[src/rtl/axi_read_arbiter.sv]
// Shared AXI4 read arbiter: N requesters funnel into one AR/R port, one
// outstanding read transaction at a time, registered grant.
// Ports:
//   clk, rst        clock; asynchronous active-low reset
//   m_req/m_addr/m_single   per-requester read requests (held until m_addr_ok)
//   m_addr_ok       one-cycle pulse when the granted address is accepted
//   m_rdata/m_rvalid/m_rlast/m_rerr  read beats steered to the granted requester
//   ar*             AXI read-address channel (registered fields)
//   r*              AXI read-data channel
module axi_read_arbiter #(
  parameter int unsigned N_MASTERS  = 2,
  parameter int unsigned ADDR_W     = 32,
  parameter int unsigned DATA_W     = 32,
  parameter int unsigned LINE_BEATS = 16,
  parameter int unsigned ID_W       = 4,
  parameter int unsigned RR_MODE    = 1
) (
  input  logic                          clk,
  input  logic                          rst,
  input  logic [N_MASTERS-1:0]          m_req,
  input  logic [N_MASTERS*ADDR_W-1:0]   m_addr,
  input  logic [N_MASTERS-1:0]          m_single,
  output logic [N_MASTERS-1:0]          m_addr_ok,
  output logic [DATA_W-1:0]             m_rdata,
  output logic [N_MASTERS-1:0]          m_rvalid,
  output logic [N_MASTERS-1:0]          m_rlast,
  output logic [N_MASTERS-1:0]          m_rerr,
  output logic [ID_W-1:0]               arid,
  output logic [ADDR_W-1:0]             araddr,
  output logic [7:0]                    arlen,
  output logic [2:0]                    arsize,
  output logic [1:0]                    arburst,
  output logic                          arvalid,
  input  logic                          arready,
  input  logic [ID_W-1:0]               rid,
  input  logic [DATA_W-1:0]             rdata,
  input  logic [1:0]                    rresp,
  input  logic                          rlast,
  input  logic                          rvalid,
  output logic                          rready
);

  localparam int unsigned GW   = (N_MASTERS > 1) ? $clog2(N_MASTERS) : 1;
  localparam int unsigned CW   = $clog2(LINE_BEATS) + 1;
  localparam int unsigned SIZE = $clog2(DATA_W / 8);
  localparam logic [7:0]    LINE_LEN    = 8'(LINE_BEATS - 1);
  localparam logic [CW-1:0] LINE_LAST   = CW'(LINE_BEATS - 1);
  localparam logic [GW-1:0] LAST_MASTER = GW'(N_MASTERS - 1);

  typedef enum logic [1:0] {S_IDLE, S_ADDR, S_DATA} state_t;

  state_t            state_q, state_d;
  logic [GW-1:0]     grant_q, grant_d;
  logic [GW-1:0]     rr_ptr_q, rr_ptr_d;
  logic [GW-1:0]     win;
  logic              found;
  int unsigned       idx;
  logic [CW-1:0]     beat_cnt_q, beat_cnt_d;
  logic [CW-1:0]     last_idx;
  logic [ADDR_W-1:0] araddr_d;
  logic [7:0]        arlen_d;
  logic [1:0]        arburst_d;
  logic [ID_W-1:0]   arid_d;
  logic              hit;
  logic              proto_err;
  logic              unused_rresp;

  // rresp[0] only distinguishes EXOKAY from OKAY; not reported upstream
  assign unused_rresp = rresp[0];

  assign arsize  = 3'(SIZE);
  assign arvalid = (state_q == S_ADDR);
  assign rready  = (state_q == S_DATA);

  // Winner search: round-robin starts at rr_ptr and wraps, fixed starts at 0
  always_comb begin
    win   = '0;
    found = 1'b0;
    idx   = 0;
    for (int unsigned k = 0; k < N_MASTERS; k++) begin
      idx = (RR_MODE != 0) ? (32'(rr_ptr_q) + k) % N_MASTERS : k;
      if (!found && m_req[GW'(idx)]) begin
        found = 1'b1;
        win   = GW'(idx);
      end
    end
  end

  // Index of the beat that must carry rlast for the current transaction
  assign last_idx = (arlen == 8'd0) ? '0 : LINE_LAST;

  // Next-state, AR field capture and beat steering
  always_comb begin
    state_d    = state_q;
    grant_d    = grant_q;
    rr_ptr_d   = rr_ptr_q;
    beat_cnt_d = beat_cnt_q;
    araddr_d   = araddr;
    arlen_d    = arlen;
    arburst_d  = arburst;
    arid_d     = arid;
    m_addr_ok  = '0;
    m_rdata    = '0;
    m_rvalid   = '0;
    m_rlast    = '0;
    m_rerr     = '0;
    hit        = 1'b0;
    proto_err  = 1'b0;

    case (state_q)
      S_IDLE: begin
        if (found) begin
          grant_d   = win;
          araddr_d  = m_addr[32'(win) * ADDR_W +: ADDR_W];
          arlen_d   = m_single[win] ? 8'd0 : LINE_LEN;
          arburst_d = m_single[win] ? 2'b00 : 2'b01;
          arid_d    = ID_W'(win);
          state_d   = S_ADDR;
        end
      end

      S_ADDR: begin
        if (arready) begin
          m_addr_ok[grant_q] = 1'b1;
          beat_cnt_d         = '0;
          state_d            = S_DATA;
        end
      end

      S_DATA: begin
        // Beats tagged with another ID are accepted (rready high) and dropped
        hit = rvalid && (rid == arid);
        if (hit) begin
          // rlast must coincide exactly with the expected final beat
          proto_err          = rlast != (beat_cnt_q >= last_idx);
          m_rdata            = rdata;
          m_rvalid[grant_q]  = 1'b1;
          m_rlast[grant_q]   = rlast;
          m_rerr[grant_q]    = rresp[1] | proto_err;
          if (beat_cnt_q != '1) beat_cnt_d = beat_cnt_q + CW'(1);
          if (rlast) begin
            state_d  = S_IDLE;
            rr_ptr_d = (grant_q == LAST_MASTER) ? '0 : grant_q + GW'(1);
          end
        end
      end

      default: state_d = S_IDLE;
    endcase
  end

  // State and AR field registers
  always_ff @(posedge clk or negedge rst) begin
    if (!rst) begin
      state_q    <= S_IDLE;
      grant_q    <= '0;
      rr_ptr_q   <= '0;
      beat_cnt_q <= '0;
      araddr     <= '0;
      arlen      <= '0;
      arburst    <= '0;
      arid       <= '0;
    end else begin
      state_q    <= state_d;
      grant_q    <= grant_d;
      rr_ptr_q   <= rr_ptr_d;
      beat_cnt_q <= beat_cnt_d;
      araddr     <= araddr_d;
      arlen      <= arlen_d;
      arburst    <= arburst_d;
      arid       <= arid_d;
    end
  end

endmodule
[config.mk]
export PLATFORM = sky130hd
export DESIGN_NAME = axi_read_arbiter
export DESIGN_NICKNAME = d
export VERILOG_FILES = /design/src/rtl/axi_read_arbiter.sv
export SDC_FILE = /design/constraint.sdc
export NUM_CORES = 1
export LEC_CHECK = 0
export CAP_MARGIN = 20
export CORE_MARGIN = 4
export CORE_UTILIZATION = 36
export CTS_CLUSTER_DIAMETER = 80
export CTS_CLUSTER_SIZE = 20
export DETAILED_ROUTE_END_ITERATION = 10
export GPL_ROUTABILITY_DRIVEN = 0
export PLACE_DENSITY = 0.88
export SLEW_MARGIN = 10
export SYNTH_ARGS = -nofsm -noshare
export SYNTH_HDL_FRONTEND = slang
export SYNTH_SLANG_ARGS = --single-unit
export TNS_END_PERCENT = 5
[constraint.sdc]
create_clock -name clk -period 3.6 [get_ports clk]
set_input_delay 0.72 -clock clk [delete_from_list [all_inputs] [get_ports clk]]
set_output_delay 0.72 -clock clk [all_outputs]
set_load 0.02 [all_outputs]
==> impl_metrics.yaml, run 1 <==
cells_and_area:
  final_common_cell: "clkdlybuf4s50_1"
  layout_common_cells: "150 x clkdlybuf4s50_1, 42 x dfrtp_1, 38 x nor2_1"
  drive_above_1_share_pct: 5.275
  antenna_cells: 0
  nets: 571
  area_delta_synth_final_pct: 80.34
  fillers: 565
critical_path:
  rrSetupSlack_ns: 1.53
  cp_top_family: "simple AND/OR/NAND/NOR gates"
  crit_buf_inv: 3
  end_kind: "output port"
  crit_chain: "clkdlybuf4s50_1 -> or4b_4 -> or2_1 -> nor2_2 -> buf_12 -> and2_1 -> dlygate4sd2_1"
  worstPathArrival_ns: 2.73
  crit_path_start_kind: "input pin"
  cp_slowest_cell: "or4b_4"
  r2r_start: "beat_cnt_q[0]$_DFFE_PN0P_"
  r2r_end: "beat_cnt_q[2]$_DFFE_PN0P_"
  reg2regPathDepth: 7
  crit_path_max_fanout: 32
  critPathMaxStageDelay_ns: 0.53
  required_ns: 2.88
  criticalPathCategory: "in2out"
pwr:
  peakVddDrop_mv: 0.4346
  power.leakage_uw: 0.002200
  power_density_nw_per_um2: 571.8
  power.total_uw: 2560
sta:
  worst_slew_pin_slew_ns: 0.9192
  rsz0062_at_grt: "no"
  setup_slack_ns: 0.1459
  slew_viol_final: 0
  period_needed_ns: 3.454
  maxSlewHeadroom_pct: 38.72
  fmax_ghz: 0.2895
  setup_viol: 0
  timing.final.hold_violations: 0
  finClkSkew_ns: 0.007161
  fin_crit_sh_pct: 95.95
run_status:
  status: "completed"
floorplan:
  io_pins: 202
  die_w_um: 91.04
  fp-row-count: 30
  die_h_um: 91.04
  core-area_um2: 6756
  dieArea_um2: 8288
  initial_utilization_pct: 36.74
synthesis:
  async_flop_share_pct: 100.0
  syn_area_um2: 2482
  yosys_warnings: 0
  ys.flop_type: "dfrtp_1"
  ys_seq_area_share_pct: 42.34
  synth_area_per_cell_um2: 9.126
  synth_cell_types: 34
  synth-edff-count: 0
  ys_seq_elements: 42
  synthCells: 272
global_routing:
  grt-ovfl-total: 0
  grt_max_degree: 43
  track_usage_pct: 17.76
  antenna_found_initial: 0
  grt_pass1_vias: 2455
  grt_pass1_wl_mm: 12.08
route:
  vias: 2510
  drc_errors: 0
  vias_per_cell: 4.692
  wl_mm: 7.516
  drt_iter0_drc: 68
  wire_per_inst_um: 14.05
  ant_nets: 0
  firstDrtPassIters: 4
cts:
  htreeDepth: 2
  cts_buffer_depth: 2
  tritoncts: "done"
  clk_latency_ns: 0.29
  cts_hold_buf: 0
  cts_sinks: 42
  cts_root_buf: "clkbuf_8"
  cts-buffers-inserted: 5
  clkTransAtPathRegs_ns: 0.08
hold_path:
  hold_path_end: "araddr[16]$_DFFE_PN0P_"
  hp-class: "reg2reg"
  min_from: "araddr[16]$_DFFE_PN0P_"
  hold_depth: 2
placement:
  place_ws_ns: -0.1291
  portBuffers: 189
  dp_hpwl_mm: 6.231
job:
  cap_violations: 0
-- where the power goes --
part | switching [uW] | internal, uW
registers | 125 | 674
logic | 732 | 665
clock network | 157 | 207
total | 1010 | 1550
-- logic make-up (layout without fill, tap and decap cells) --
group           after synthesis  in the layout  synth area share [%]
flops                        42             42                 42.34
other cells                   2             11                0.3025
mux                          33             33                 13.31
simple gates                 97             97                 20.36
xor+xnor                      3              3                 1.059
fa+ha+maj                     6              6                 3.024
buf+inv                      39            213                 8.619
compound gates               50             50                 10.99
-- worst max-delay path by stage --
stage	from	to	slack [ns]	cells past startpoint
floorplan	rid[1]	m_rerr[0]	0.23	4
global placement	rid[1]	m_rdata[11]	-0.11	7
detailed placement	rid[1]	m_rdata[29]	-0.13	7
CTS	rid[1]	m_rlast[0]	0.009	5
global route	rid[1]	m_rdata[22]	0.03	7
finish	rid[1]	m_rdata[22]	0.15	7
-- final cells by class --
| class | count | area [um^2] | share of cell area (%) |
|---|---|---|---|
| Clock buffer | 6 | 72.57 | 1.621 |
| Clock inverter | 2 | 37.54 | 0.8385 |
| Inverter | 8 | 30.03 | 0.6708 |
| Multi-Input combinational cell | 200 | 1267 | 28.31 |
| Sequential cell | 42 | 1051 | 23.48 |
| Tap cell | 80 | 100.1 | 2.236 |
| Timing Repair Buffer | 197 | 1918 | 42.85 |
-- registers in the layout (all words and copies together), names as in the netlist --
register,flops
araddr,32
arid,1
arlen,1
beat_cnt_q,5
rr_ptr_q,1
state_q,2
-- cells in the mapped netlist (3+ instances only) --
| library cell | number | area [um^2] |
|---|---|---|
| a21oi_1 | 35 | 175.2 |
| and2_1 | 33 | 206.5 |
| buf_2 | 3 | 15.01 |
| buf_4 | 16 | 120.1 |
| clkbuf_1 | 8 | 30.03 |
| clkbuf_2 | 3 | 15.01 |
| dfrtp_1 | 42 | 1051 |
| ha_1 | 6 | 75.07 |
| inv_1 | 8 | 30.03 |
| mux2i_1 | 33 | 330.3 |
| nand2_1 | 9 | 33.78 |
| nand2b_1 | 3 | 18.77 |
| nor2_1 | 38 | 142.6 |
| nor3_1 | 3 | 15.01 |
| o21ai_0 | 8 | 40.04 |
-- worst reg2reg max path, stage by stage, from the launching register on --
cell and delay (ns):
dfrtp_1 0.41, ha_1 0.23, and3_1 0.19, ha_1 0.21, nor4_4 0.51, a21oi_1 0.08
o21ai_0 0.19, o21ai_0 0.13
-- through the flow --
| stage | hold slack [ns] | TNS (ns) | utilization (%) | std cells | area, um^2 |
|---|---|---|---|---|---|
| global placement | 0.5044 | -3.175 | 65.24 | 527 | 4408 |
| global route | 0.5473 | 0 | 66.26 | 535 | 4477 |
| detailed placement | 0.5162 | -3.675 | 65.24 | 527 | 4408 |
| CTS | 0.5335 | 0 | 66.22 | 535 | 4474 |
| finish | 0.5294 | 0 | 66.26 | 535 | 4477 |
| floorplan | 0.4244 | 0 | - | 281 | 2516 |
-- repair_timing --
action,in CTS,in global routing
endpoints found under the setup margin,35,3
gates cloned,0,0
pin swaps,0,0
resized for setup,35,3
buffers inserted,0,0
-- routing by layer --
layer / up-vias / track usage [%] / part of all wire [%]
met5: - / 0 / 0
met3: 6 / 6.297 / 10
met4: 0 / 4.146 / 0.96
met1: 1140 / 18.80 / 36
li1: 1244 / - / -
met2: 120 / 33.35 / 53
No activity file was read; power rests on OpenSTA's default activity.
==> run 2: changes to the inputs <==
--- a/config.mk
+++ b/config.mk
@@ -13,6 +13,7 @@
 export DETAILED_ROUTE_END_ITERATION = 10
 export GPL_ROUTABILITY_DRIVEN = 0
 export PLACE_DENSITY = 0.88
+export RECOVER_POWER = 100
 export SLEW_MARGIN = 10
 export SYNTH_ARGS = -nofsm -noshare
 export SYNTH_HDL_FRONTEND = slang
==> impl_metrics.yaml, run 2 (same netlist as run 1, synthesis figures left out) <==
route:
  wire_per_inst_um: 14.08
  ant_nets: 0
  drc_errors: 0
  drt_iter0_drc: 61
  vias_per_cell: 4.684
  met3_length_um: 782
  wl_met2_mm: 3.952
  highest_layer: "met4"
  wl_met1_mm: 2.723
  wl_mm: 7.532
  vias: 2506
  firstDrtPassIters: 4
placement:
  dp_hpwl_mm: 6.231
  portBuffers: 189
  place_ws_ns: -0.1291
cells_and_area:
  layout_common_cells: "107 x clkdlybuf4s50_1, 43 x dlygate4sd3_1, 42 x dfrtp_1"
  regMostFlops: "araddr"
  drive_above_1_share_pct: 3.956
  area_delta_synth_final_pct: 78.23
  nets: 571
  antenna_cells: 0
  final_common_cell: "clkdlybuf4s50_1"
  largest_reg_flops: 32
  top_regs: "araddr (32), beat_cnt_q (5), state_q (2)"
critical_path:
  critPathMaxStageDelay_ns: 0.53
  reg2regPathDepth: 7
  required_ns: 2.88
  rrSetupSlack_ns: 1.00
  r2r_end: "beat_cnt_q[3]$_DFFE_PN0P_"
  crit_path_start_kind: "input pin"
  crit_path_max_fanout: 32
  cp_slowest_cell: "or4b_4"
  worstPathArrival_ns: 2.73
  crit_chain: "clkdlybuf4s50_1 -> or4b_4 -> or2_1 -> nor2_2 -> buf_12 -> and2_0 -> dlygate4sd2_1"
  criticalPathCategory: "in2out"
  r2r_start: "beat_cnt_q[0]$_DFFE_PN0P_"
  end_kind: "output port"
sta:
  period_needed_ns: 3.453
  slew_viol_final: 43
  fin_crit_sh_pct: 95.93
  rsz0062_at_grt: "no"
  setup_viol: 0
  timing.final.hold_violations: 0
  setup_slack_ns: 0.1466
  fmax_ghz: 0.2896
  worst_slew_pin_slew_ns: 2.209
  finClkSkew_ns: 0.005920
  maxSlewHeadroom_pct: -47.26
cts:
  clkTransAtPathRegs_ns: 0.08
  tritoncts: "done"
  cts_buffer_depth: 2
  cts_root_buf: "clkbuf_8"
  cts_sinks: 42
  cts_setup_buffers: 0
  clk_latency_ns: 0.29
  cts-buffers-inserted: 5
  htreeDepth: 2
global_routing:
  grt_pass1_wl_mm: 12.08
  grt_max_degree: 43
  antenna_found_initial: 0
  track_usage_pct: 17.76
  grt_pass1_vias: 2455
  grt-ovfl-total: 0
floorplan:
  die_h_um: 91.04
  initial_utilization_pct: 36.74
  core-area_um2: 6756
  fp-row-count: 30
  io_pins: 202
  die_w_um: 91.04
  dieArea_um2: 8288
pwr:
  peakVddDrop_mv: 0.4124
  power.leakage_uw: 0.002136
  power.total_uw: 2456
  power_density_nw_per_um2: 555.2
job:
  cap_violations: 1
run_status:
  violations: "capacitance limit, slew limit"
  status: "finished with violations"
hold_path:
  min_from: "araddr[16]$_DFFE_PN0P_"
  hold_path_end: "araddr[16]$_DFFE_PN0P_"
  hp-class: "reg2reg"
  hold_depth: 2
==> run 2: area by class of cell <==
class                      instances  area [um^2]
sequential                        42         1051
tap                               80        100.1
multi-input combinational        200         1247
timing repair buffer             197         1886
inverter                           8        30.03
fill                             574         2332
clock inverter                     2        37.54
clock buffer                       6        72.57
==> run 2: critical path, delay by kind of cell <==
kind | cells | cell delay, ns
buf+inv | 3 | 0.89
simple gates | 4 | 1.11
==> run 2: worst max-delay path by stage <==
| stage | from | to | slack [ns] | cells past startpoint |
|---|---|---|---|---|
| floorplan | rid[1] | m_rerr[0] | 0.23 | 4 |
| global placement | rid[1] | m_rdata[11] | -0.11 | 7 |
| detailed placement | rid[1] | m_rdata[29] | -0.13 | 7 |
| CTS | rid[1] | m_rlast[0] | 0.009 | 5 |
| global route | rid[1] | m_rdata[3] | 0.02 | 7 |
| finish | rid[1] | m_rdata[29] | 0.15 | 7 |
==> run 2: per-stage QoR <==
step	utilization (%)	area [um^2]	TNS (ns)	instances	hold WS, ns
6_report	65.48	4424	0	535	0.5238
5_1_grt	65.48	4424	0	535	0.5420
4_1_cts	66.22	4474	0	535	0.5335
3_5_place_dp	65.24	4408	-3.675	527	0.5162
3_3_place_gp	65.24	4408	-3.175	527	0.5044
2_1_floorplan	-	2516	0	281	0.4244
==> run 2: routing by layer <==
metal,global-route usage [%],up-vias
met5,0,-
met4,4.146,0
met3,6.297,6
met2,33.35,120
met1,18.80,1133
li1,-,1247
==> run 2: what timing repair did <==
action	CTS	global route
setup endpoints to repair	35	3
hold buffers	0	0
resized for setup	35	3
==> run 2: report_power, final <==
group          switching [uW]  internal, uW  total (uW)  leakage [uW]
logic                     726           579        1300       0.00160
clock network             157           207         364     0.0000514
registers                 114           674         788      0.000485
